`config.mk`:
```
export PLATFORM = sky130hd
export DESIGN_NAME = prog_ctrl_ras_flat
export DESIGN_NICKNAME = d
export VERILOG_FILES = /design/src/rtl/prog_ctrl_ras_if.sv /design/src/rtl/prog_ctrl_ras.sv /design/src/flat_wrapper.sv
export SDC_FILE = /design/constraint.sdc
export NUM_CORES = 1
export LEC_CHECK = 0
export CORE_ASPECT_RATIO = 0.9
export CORE_UTILIZATION = 55
export DETAILED_ROUTE_END_ITERATION = 10
export HOLD_SLACK_MARGIN = 0.03
export PLACE_DENSITY = 0.8
export SLEW_MARGIN = 10
export SYNTH_ARGS = -nofsm -noshare
export SYNTH_HDL_FRONTEND = slang
export SYNTH_SLANG_ARGS = --single-unit
```
`constraint.sdc`:
```
create_clock -name clk -period 2.7 [get_ports clk]
set_clock_uncertainty 0.1 [all_clocks]
set_input_delay 0.405 -clock clk [delete_from_list [all_inputs] [get_ports clk]]
set_output_delay 0.405 -clock clk [all_outputs]
set_load 0.1 [all_outputs]
```
`src/rtl/prog_ctrl_ras_if.sv`:
```
// prog_ctrl_ras_if: decoder-to-PC control bundle and PC/stack status
interface prog_ctrl_ras_if #(
  parameter int PC_W = 7,
  parameter int RAS_DEPTH = 4
);
  logic stall, branch, branch_conditional, branch_rel;
  logic [1:0] cond_sel;
  logic zero, neg, call, ret;
  logic [PC_W-1:0] target, PC;
  logic taken;
  logic [$clog2(RAS_DEPTH+1)-1:0] ras_count;
  logic ras_overflow, ras_underflow;
  modport master (
    output stall, branch, branch_conditional, branch_rel, cond_sel, zero, neg, call, ret, target,
    input PC, taken, ras_count, ras_overflow, ras_underflow
  );
  modport slave (
    input stall, branch, branch_conditional, branch_rel, cond_sel, zero, neg, call, ret, target,
    output PC, taken, ras_count, ras_overflow, ras_underflow
  );
endinterface

```
`src/rtl/prog_ctrl_ras.sv`:
```
// prog_ctrl_ras: PC sequencer with conditional/relative branches, stall and return-address stack; PROG_CTRL_PERF_CNT_EN adds perf_taken_cnt
module prog_ctrl_ras #(
  parameter int PC_W = 7,
  parameter int RAS_DEPTH = 4,
  parameter int RESET_PC = 0
) (
  input logic clk,
  input logic reset,
`ifdef PROG_CTRL_PERF_CNT_EN
  output logic [15:0] perf_taken_cnt,
`endif
  prog_ctrl_ras_if.slave bus
);
  localparam int AW = $clog2(RAS_DEPTH);
  localparam int CW = $clog2(RAS_DEPTH + 1);
  localparam logic [CW-1:0] FULL = CW'(RAS_DEPTH);
  logic [PC_W-1:0] stk [RAS_DEPTH];
  logic [PC_W-1:0] pc_inc, nxt_pc;
  logic cond, br_take, empty, full, push, pop, nxt_taken;
  assign pc_inc = bus.PC + 1'b1;
  assign empty = bus.ras_count == '0;
  assign full = bus.ras_count == FULL;
  assign cond = bus.cond_sel[1] ? (bus.neg ^ bus.cond_sel[0]) : (bus.zero ^ bus.cond_sel[0]);
  assign br_take = bus.branch && (!bus.branch_conditional || cond);
  assign push = bus.call && !bus.ret && !full;
  assign pop = bus.ret && !empty;
  assign nxt_pc = bus.ret ? (empty ? pc_inc : stk[AW'(bus.ras_count - 1'b1)]) :
                  bus.call ? bus.target :
                  br_take ? (bus.branch_rel ? bus.PC + bus.target : bus.target) : pc_inc;
  assign nxt_taken = bus.ret ? !empty : (bus.call || br_take);
  // stack contents are don't-care across reset, so the array carries no reset
  always_ff @(posedge clk)
    if (!bus.stall && push) stk[AW'(bus.ras_count)] <= pc_inc;
  always_ff @(posedge clk or negedge reset) begin
    if (!reset) begin
      bus.PC <= PC_W'(RESET_PC);
      bus.taken <= 1'b0;
      bus.ras_count <= '0;
      bus.ras_overflow <= 1'b0;
      bus.ras_underflow <= 1'b0;
    end else if (bus.stall) begin
      bus.taken <= 1'b0;
    end else begin
      bus.PC <= nxt_pc;
      bus.taken <= nxt_taken;
      bus.ras_count <= push ? bus.ras_count + 1'b1 : pop ? bus.ras_count - 1'b1 : bus.ras_count;
      bus.ras_overflow <= bus.ras_overflow | (bus.call && !bus.ret && full);
      bus.ras_underflow <= bus.ras_underflow | (bus.ret && empty);
    end
  end
`ifdef PROG_CTRL_PERF_CNT_EN
  always_ff @(posedge clk or negedge reset)
    if (!reset) perf_taken_cnt <= '0;
    else if (!bus.stall && nxt_taken && perf_taken_cnt != 16'hFFFF) perf_taken_cnt <= perf_taken_cnt + 1'b1;
`endif
endmodule

```
`src/flat_wrapper.sv`:
```
// flat-port wrapper written by rule: the top's interface ports become plain ports
module prog_ctrl_ras_flat 
#(
  parameter int PC_W = 7,
  parameter int RAS_DEPTH = 4,
  parameter int RESET_PC = 0
)
  (clk, reset, bus_stall, bus_branch, bus_branch_conditional, bus_branch_rel, bus_cond_sel, bus_zero, bus_neg, bus_call, bus_ret, bus_target, bus_PC, bus_taken, bus_ras_count, bus_ras_overflow, bus_ras_underflow);
  prog_ctrl_ras_if #(.PC_W(PC_W), .RAS_DEPTH(RAS_DEPTH)) bus_i ();
  input logic clk;
  input logic reset;
  input wire logic [$bits(bus_i.stall)-1:0] bus_stall;
  input wire logic [$bits(bus_i.branch)-1:0] bus_branch;
  input wire logic [$bits(bus_i.branch_conditional)-1:0] bus_branch_conditional;
  input wire logic [$bits(bus_i.branch_rel)-1:0] bus_branch_rel;
  input wire logic [$bits(bus_i.cond_sel)-1:0] bus_cond_sel;
  input wire logic [$bits(bus_i.zero)-1:0] bus_zero;
  input wire logic [$bits(bus_i.neg)-1:0] bus_neg;
  input wire logic [$bits(bus_i.call)-1:0] bus_call;
  input wire logic [$bits(bus_i.ret)-1:0] bus_ret;
  input wire logic [$bits(bus_i.target)-1:0] bus_target;
  output wire logic [$bits(bus_i.PC)-1:0] bus_PC;
  output wire logic [$bits(bus_i.taken)-1:0] bus_taken;
  output wire logic [$bits(bus_i.ras_count)-1:0] bus_ras_count;
  output wire logic [$bits(bus_i.ras_overflow)-1:0] bus_ras_overflow;
  output wire logic [$bits(bus_i.ras_underflow)-1:0] bus_ras_underflow;
  assign bus_i.stall = bus_stall;
  assign bus_i.branch = bus_branch;
  assign bus_i.branch_conditional = bus_branch_conditional;
  assign bus_i.branch_rel = bus_branch_rel;
  assign bus_i.cond_sel = bus_cond_sel;
  assign bus_i.zero = bus_zero;
  assign bus_i.neg = bus_neg;
  assign bus_i.call = bus_call;
  assign bus_i.ret = bus_ret;
  assign bus_i.target = bus_target;
  assign bus_PC = bus_i.PC;
  assign bus_taken = bus_i.taken;
  assign bus_ras_count = bus_i.ras_count;
  assign bus_ras_overflow = bus_i.ras_overflow;
  assign bus_ras_underflow = bus_i.ras_underflow;
  prog_ctrl_ras #(.PC_W(PC_W), .RAS_DEPTH(RAS_DEPTH), .RESET_PC(RESET_PC)) u_core (.clk(clk), .reset(reset), .bus(bus_i));
endmodule
```
# Yosys cells after proc, flatten, opt, wreduce, memory -nomap -nowiden
# Memory sizes are Yosys's and may differ from the RTL's.
# Index checks and enable logic that the tools add are counted.
dict set report totals {
  out_inout_bits 13
  memories 1
  ramBits 28
  wordCells 45
  ff_bits 13
  in_bits 19
}
dict set report classes {
  n_reduce_logical 17
  addsub 4
  mux 12
  n_eq_ne 1
  bitwise 5
}
# memory words word_bits read_ports rd_ports_with_merged_regs wr line
set mem_list {}
lappend mem_list {u_core.stk 4 7 1 0 1 prog_ctrl_ras.sv:17} ;# logic [PC_W-1:0] stk [RAS_DEPTH];
# operator count
set ops {}
lappend ops {{$mux 7} 5}
lappend ops {{$add 7x1->7 const B} 1}
lappend ops {{$add 7x7->7} 1}
lappend ops {{$logic_and 1x1->1} 7}
lappend ops {{$mux 3} 2}
lappend ops {{$logic_not 1->1} 5}
lappend ops {{$mux 1} 5}
lappend ops {{$add 3x1->3 const B} 1}
lappend ops {{$eq 3x3->1 const B} 1}
lappend ops {{$logic_not 3->1} 1}
lappend ops {{$sub 3x1->3 const B} 1}
lappend ops {{$logic_or 1x1->1} 2}
lappend ops {{$or 1x1->1} 2}
lappend ops {{$reduce_and 2->1} 1}
lappend ops {{$reduce_bool 2->1} 1}
lappend ops {{$xor 1x1->1} 2}
lappend ops {{$not 1->1} 1}

# Longest topological paths before layout
# Gate-level depths: netlist (run 1).
dict set report depth {
  depth_word 7
  depth_mapped 10
  depth_no_buf 8
}

# Worst setup path before layout (run 1)
# OpenSTA, ideal clock, no wires.
dict set report synth_path {
  kind {register to register}
  from {register u_core.bus.ras_count[0]}
  to {register u_core.bus.PC[3]}
  t_required_ns 2.471
  setup_time_ns 0.129
  path_slack_ns -0.234
  arrival_time_ns 2.705
  path_buffers 2
  synth_period_minus_slack_ns 2.934
  path_stages_with_launch 9
  cell_sequence {dfrtp_1 -> buf_6 -> inv_1 -> ha_1 -> clkbuf_1 -> mux4_2 -> mux2_2 -> a221oi_2 -> o21ai_1}
}
dict set report synth_via {
  elab_chain_cells 4
  elab_cells_between_ends 5
  cone_classes {1 x add/sub; 2 x mux; 1 x reduce/logical; 1 x memory}
}
# element line
set synth_rtl {}
lappend synth_rtl {{from (decl)} prog_ctrl_ras_if.sv:19} ;# output PC, taken, ras_count, ras_overflow, ras_underflow
lappend synth_rtl {{from (signal assigned)} prog_ctrl_ras.sv:46} ;# bus.ras_count <= push ? bus.ras_count + 1'b1 : pop ? bus.ras_count - 1'b1 : bus.ras_count;
lappend synth_rtl {{$sub 3x1->3} prog_ctrl_ras.sv:27} ;# assign nxt_pc = bus.ret ? (empty ? pc_inc : stk[AW'(bus.ras_count - 1'b1)]) :
lappend synth_rtl {{$mem_v2 4x7} n/a}
lappend synth_rtl {{$mux 7 (*) (2 in a row)} prog_ctrl_ras.sv:27}
lappend synth_rtl {{to (signal assigned)} prog_ctrl_ras.sv:36} ;# bus.PC <= PC_W'(RESET_PC);
lappend synth_rtl {{to (signal assigned)} prog_ctrl_ras.sv:44} ;# bus.PC <= nxt_pc;
lappend synth_rtl {{to (decl)} prog_ctrl_ras_if.sv:19}
# Every way passes the cells marked *; elsewhere a longest branch is shown, timed or not.
# A chain may end at the register's enable or synchronous reset.

# Worst setup path after layout (run 1)
dict set report layout_path {
  from {input port bus_target[0]}
  to {register u_core.bus.PC[6]}
}
dict set report layout_via {
  elab_chain_cells 5
}
# element line
set layout_rtl {}
lappend layout_rtl {{from (decl)} flat_wrapper.sv:21} ;# input wire logic [$bits(bus_i.target)-1:0] bus_target;
lappend layout_rtl {{$add 7x7->7} prog_ctrl_ras.sv:29} ;# br_take ? (bus.branch_rel ? bus.PC + bus.target : bus.target) : pc_inc;
lappend layout_rtl {{$mux 7 (2 in a row)} prog_ctrl_ras.sv:29}
lappend layout_rtl {{$mux 7} prog_ctrl_ras.sv:28} ;# bus.call ? bus.target :
lappend layout_rtl {{$mux 7} prog_ctrl_ras.sv:27}
# No other way between the ends.

==> results of run 1 <==
-- metal layers --
| metal | global-route usage, % | up-vias | part of all wire, % |
|---|---|---|---|
| met5 | 0 | - | 0 |
| met4 | 8.33 | 0 | 2.0 |
| met3 | 5.37 | 13 | 6.3 |
| met2 | 37.9 | 78 | 47 |
| met1 | 33.9 | 896 | 45 |
| li1 | - | 852 | - |
-- area by class of cell --
type / count / area (sq um)
multi-input cells: 144 / 1190
flip-flops and latches: 41 / 1170
clock inverters: 3 / 25.0
well taps: 60 / 75.1
fillers: 338 / 1260
clock buffers: 5 / 68.8
inverters: 9 / 33.8
repair buffers: 38 / 330
-- cell usage after synthesis, types with 4 or more instances --
cell and instances:
a211oi_1 5, a21oi_1 6, and2_1 5, and3_1 6, clkbuf_1 4, dfrtp_1 13
edfxtp_1 28, ha_1 13, inv_1 9, mux2i_1 6, mux4_1 4, nand2_1 7
nand2b_1 7, nand3_1 4, nor2_1 13, nor2b_1 6, o21ai_0 10, xnor2_1 6
xor2_1 4
-- through the flow --
stage               instances  power, mW
floorplan                 202       2.41
global placement          292       2.79
detailed placement        292       2.83
CTS                       300       3.25
global route              300       3.41
finish                    300       3.24
-- final timing paths --
check                                           end  slack, ns  cells after the start
max                                u_core.bus.PC[6]       0.31                      8
min                        u_core.bus.ras_underflow       0.38                      1
max reg2reg                        u_core.bus.PC[6]       0.34                      7
min reg2reg                u_core.bus.ras_underflow       0.38                      1
max in group asynchronous   u_core.bus.ras_count[0]       1.62                      1
min in group asynchronous          u_core.bus.PC[2]       0.40                      1
-- logic make-up (layout without fill, tap and decap cells) --
family | after synthesis | count (layout) | synth area share [%]
xor gates and xnor gates | 10 | 10 | 3.59
and+or+nand+nor | 56 | 56 | 12.2
AOI/OAI and AO/OA | 48 | 48 | 14.7
buffers and inverters | 17 | 55 | 3.28
adders and majority gates | 14 | 14 | 7.50
muxes | 16 | 16 | 10.9
DFF | 41 | 41 | 47.8
-- registers in the layout (all words and copies together) (netlist names) --
| register | cells |
|---|---|
| u_core.bus.PC | 7 |
| u_core.bus.ras_count | 3 |
| u_core.bus.ras_overflow | 1 |
| u_core.bus.ras_underflow | 1 |
| u_core.bus.taken | 1 |
| u_core.stk | 28 |
-- where the power goes --
group | total, mW | leakage [nW] | internal [mW] | switching, mW
logic | 1.82 | 0.690 | 0.602 | 1.22
clock network | 0.424 | 0.0452 | 0.188 | 0.236
registers | 0.998 | 0.406 | 0.866 | 0.133
-- worst max-delay path, delay by kind of cell --
family	cells	cell delay, ns
and+or+nand+nor	1	0.23
buffers and inverters	1	0.42
adders and majority gates	2	0.64
AOI/OAI and AO/OA	4	0.83
==> impl_metrics.json, run 1 <==
{
  "status": "complete, no violations",
  "ys_seq_area_share_pct": 47.8,
  "cts_resized": 0,
  "min_period_ns": 2.39,
  "async_flop_share_pct": 31.7,
  "clock_sinks": 41,
  "synth_top_cell_by_area": "edfxtp_1",
  "avgSynthCellArea_sq_um": 12.1,
  "synthCells": 202,
  "clock_insertion_delay_worst_skew_ns": 0.30,
  "max_freq_ghz": 0.419,
  "layout_common_cells": "28 x edfxtp_1, 20 x buf_4, 18 x clkdlybuf4s50_1",
  "slew_viol_final": 0,
  "die_area_sq_um": 4700,
  "hold_start": "u_core.bus.ras_underflow",
  "timing.slew.headroom_pct": 55.4,
  "setup_viol": 0,
  "grt.overflow.total": 0,
  "synth_top_area_share_pct": 34.5,
  "synth_warnings": 0,
  "num-nets-final": 272,
  "worst_setup_path_end_kind": "flip-flop",
  "postCtsSetupRepairBufs": 0,
  "finalHoldViolCount": 0,
  "critPathMostFrequentCell": "a211o_1",
  "pre_cts_ws_ns": 0.00929,
  "core_region_area_sq_um": 4160,
  "antenna_found_initial": 0,
  "tightest_slew_ns": 0.667,
  "rr_startpoint": "u_core.bus.PC[0]",
  "area_delta_synth_final_pct": 18.7,
  "start_util_pct": 58.6,
  "num_rows": 22,
  "path_class": "in2reg",
  "slowest_delay_ns": 0.42,
  "gp_congestion": 0.893,
  "cts_buffers": 5,
  "cts_hold_buf": 0,
  "diodes": 0,
  "yosysUniqueCellTypes": 50,
  "placed_cell_area_sq_um": 2800,
  "post-dp-hpwl_microns": 3900,
  "grtUsageTotal_pct": 24.3,
  "holdWs_ns": 0.381,
  "via_per_inst": 6.13,
  "critPathLaunchType": "primary input",
  "post-route-util_pct": 69.6,
  "drtPass1Iterations": 4,
  "clockRootBuffer": "clkbuf_8",
  "routed_wl_microns": 5230,
  "grt_pass1_wl_microns": 8410,
  "portBuffers": 31,
  "path_cells": "clkdlybuf4s50_1 > ha_1 > fa_1 > a211o_1 > o2111a_1 > o311ai_0 > and4_1 > a211o_1",
  "cts_tree": "built",
  "die_w_microns": 72.2,
  "grt_pass1_vias": 1735,
  "ant_nets": 0,
  "first_iter_violations": 216,
  "grt_start_max_net_pins": 18,
  "cp-startpoint": "bus_target[0]",
  "syn-num-nets": 235,
  "cp_data_arrival_time_ns": 2.53,
  "wl_per_cell_microns": 17.4,
  "die_h_microns": 65.2,
  "h-tree-depth": 2,
  "synth_area_sq_um": 2440,
  "tns_ns": 0,
  "hold_class": "reg2reg",
  "clk_path_buf_depth": 2,
  "slowest_stage": "clkdlybuf4s50_1",
  "layout_setup_ws_ns": 0.311,
  "worstPathRequired_ns": 2.85,
  "p_per_area_nw_per_um2": 1120,
  "cp_max_fo": 3,
  "drive_above_1_share_pct": 17.1,
  "max_cap_viol_count": 0,
  "final_cell_area_sq_um": 2890,
  "layout_commonest_cell": "edfxtp_1",
  "io_pins": 32,
  "vias": 1839,
  "synth_edf_count": 28,
  "p_leak_nw": 1.14,
  "synth.area.top_cells": "edfxtp_1 34%, dfrtp_1 13%, ha_1 6.7%",
  "ys_ff_latch": 41,
  "drc": 0,
  "peakVddDrop_mv": 0.652,
  "synth_ff_type": "edfxtp_1",
  "cts.clk_slew.worst_paths_ns": 0.09,
  "period_share_pct": 88.5,
  "grt_setup_unrepaired": "no"
}
Power figures use the tool's default switching activity.
==> inputs of run 2 (changes only) <==
CORE_MARGIN = 10   (was not set)
REMOVE_ABC_BUFFERS = 1   (was not set)
==> run 2 against run 1 <==
Net effect: core utilization decreased by 0.37 points; critical path depth stayed put; critical path type unchanged; clock-buffer cell count is the same; power down 0.36%; cell count grew 0.67%; sequential power is 1% lower; clock power down 7.1%; worst hold slack lost 0.0063 ns; largest cell class unchanged; via count is 1.1% lower; first-iteration DRC count down 56%; highest routed layer unchanged; worst setup slack worse by 0.033 ns; sequential cell count did not move.
==> impl_metrics.json, run 2 (synthesis gave the netlist of run 1 again) <==
{
  "status": "complete, no violations",
  "intPower_mw": 1.65,
  "gp_congestion": 0.854,
  "post-route-util_pct": 69.3,
  "worstRegToRegCells": 5,
  "hold_class": "reg2reg",
  "clock_insertion_delay_worst_skew_ns": 0.29,
  "first_iter_violations": 95,
  "worst_setup_path_end_kind": "flip-flop",
  "drtPass1Iterations": 4,
  "layout_commonest_cell": "edfxtp_1",
  "drive_above_1_share_pct": 16.5,
  "min_period_ns": 2.42,
  "slowest_delay_ns": 0.43,
  "seqPwrFrac_pct": 30.6,
  "placed_cell_area_sq_um": 2810,
  "timing.slew.headroom_pct": 59.0,
  "holdWs_ns": 0.375,
  "die_area_sq_um": 7500,
  "met2_usage_pct": 23.6,
  "layout_common_cells": "28 x edfxtp_1, 22 x buf_4, 18 x clkdlybuf4s50_1",
  "grt_pass1_wl_microns": 9460,
  "gr-usage-met1_pct": 21.1,
  "cp-startpoint": "bus_target[0]",
  "setup_viol": 0,
  "cts_buffers": 5,
  "crit_end": "u_core.bus.PC[6]",
  "p_leak_nw": 1.15,
  "cts_hold_buf": 0,
  "regMostFlops": "u_core.stk",
  "die_w_microns": 90.2,
  "grt.overflow.total": 0,
  "path_cells": "clkdlybuf4s50_1 > ha_1 > fa_1 > a211o_1 > o2111a_1 > o311ai_0 > and4_1 > a211o_1",
  "num-nets-final": 274,
  "final_cell_area_sq_um": 2900,
  "pwr-share-comb_pct": 57.2,
  "grt_pass1_vias": 1910,
  "cp_data_arrival_time_ns": 2.56,
  "portBuffers": 31,
  "max_cap_viol_count": 0,
  "tightest_slew_ns": 0.613,
  "clockRootBuffer": "clkbuf_8",
  "h-tree-depth": 2,
  "slowest_stage": "clkdlybuf4s50_1",
  "antenna_found_initial": 0,
  "max_freq_ghz": 0.413,
  "grtUsageTotal_pct": 15.2,
  "path_class": "in2reg",
  "cp_top_family": "compound AO/OA/AOI/OAI gates",
  "diodes": 0,
  "cp_num_buf_inv": 1,
  "rr_startpoint": "u_core.bus.ras_count[1]",
  "vias": 1819,
  "power_mw": 3.23,
  "slew_viol_final": 0,
  "cp_max_fo": 3,
  "postCtsSetupRepairBufs": 0,
  "top_usage_layer": "met2",
  "finalHoldViolCount": 0,
  "cts_tree": "built",
  "num_rows": 22,
  "p_per_area_nw_per_um2": 1110,
  "reg_top3": "u_core.stk x28, u_core.bus.PC x7, u_core.bus.ras_count x3",
  "core_region_area_sq_um": 4180,
  "grt_setup_unrepaired": "no",
  "cts.clk_slew.worst_paths_ns": 0.08,
  "cp.depth": 8,
  "timing.rr.end": "u_core.stk[0][4]",
  "start_util_pct": 58.3,
  "period_share_pct": 89.7,
  "worstPathRequired_ns": 2.83,
  "cts_resized": 0,
  "p_clk_share_pct": 12.2,
  "grt_start_max_net_pins": 18,
  "largest_register_ffs": 28,
  "wl_per_cell_microns": 18.5,
  "io_pins": 32,
  "reg2reg_slack_ns": 0.35,
  "die_h_microns": 83.2,
  "grt_use_met3_pct": 3.51,
  "swShare_pct": 48.9,
  "routed_wl_microns": 5590,
  "power_switching_mw": 1.58,
  "ant_nets": 0,
  "critPathLaunchType": "primary input",
  "drc": 0,
  "post-dp-hpwl_microns": 4230,
  "clk_path_buf_depth": 2,
  "area_delta_synth_final_pct": 18.9,
  "via_per_inst": 6.02,
  "peakVddDrop_mv": 0.659,
  "critPathMostFrequentCell": "a211o_1",
  "clock_sinks": 41
}
run 2: area by class of cell:
class,count,area [sq um]
clock inverter,3,17.5
fill,307,1290
tap,60,75.1
multi-input combinational,144,1190
timing repair buffer,40,345
sequential,41,1170
inverter,9,33.8
clock buffer,5,68.8
run 2: routing by layer:
metal	vias up	wire length [microns]
li1	860	-
met1	891	2560
met4	0	35
met2	64	2690
met3	4	301
met5	-	0
run 2: how the worst min path moves through the flow:
stage,startpoint,to,slack (ns),depth (start not counted)
2_1_floorplan,reset,u_core.bus.PC[0],0.009,0
3_3_place_gp,u_core.bus.ras_underflow,u_core.bus.ras_underflow,0.35,1
3_5_place_dp,u_core.bus.ras_underflow,u_core.bus.ras_underflow,0.35,1
4_1_cts,u_core.bus.ras_underflow,u_core.bus.ras_underflow,0.38,1
5_1_grt,u_core.bus.ras_underflow,u_core.bus.ras_underflow,0.41,1
6_report,u_core.bus.ras_underflow,u_core.bus.ras_underflow,0.37,1
run 2: power by group through the flow:
stage / logic, mW / registers (mW) / clock network (mW)
after floorplan: 0.773 / 1.60 / 0
after global placement: 1.81 / 0.994 / 0
after detailed placement: 1.84 / 1.00 / 0
after CTS: 1.85 / 0.989 / 0.402
after global routing: 1.98 / 1.01 / 0.433
final: 1.85 / 0.988 / 0.394
run 2: metrics by stage:
step           setup TNS [ns]  setup slack, ns  instances
6_report                    0            0.278        302
5_1_grt                     0            0.164        302
4_1_cts                     0            0.280        302
3_5_place_dp          -0.0188          -0.0188        294
3_3_place_gp                0           0.0227        294
2_1_floorplan           -4.90           -0.224        194
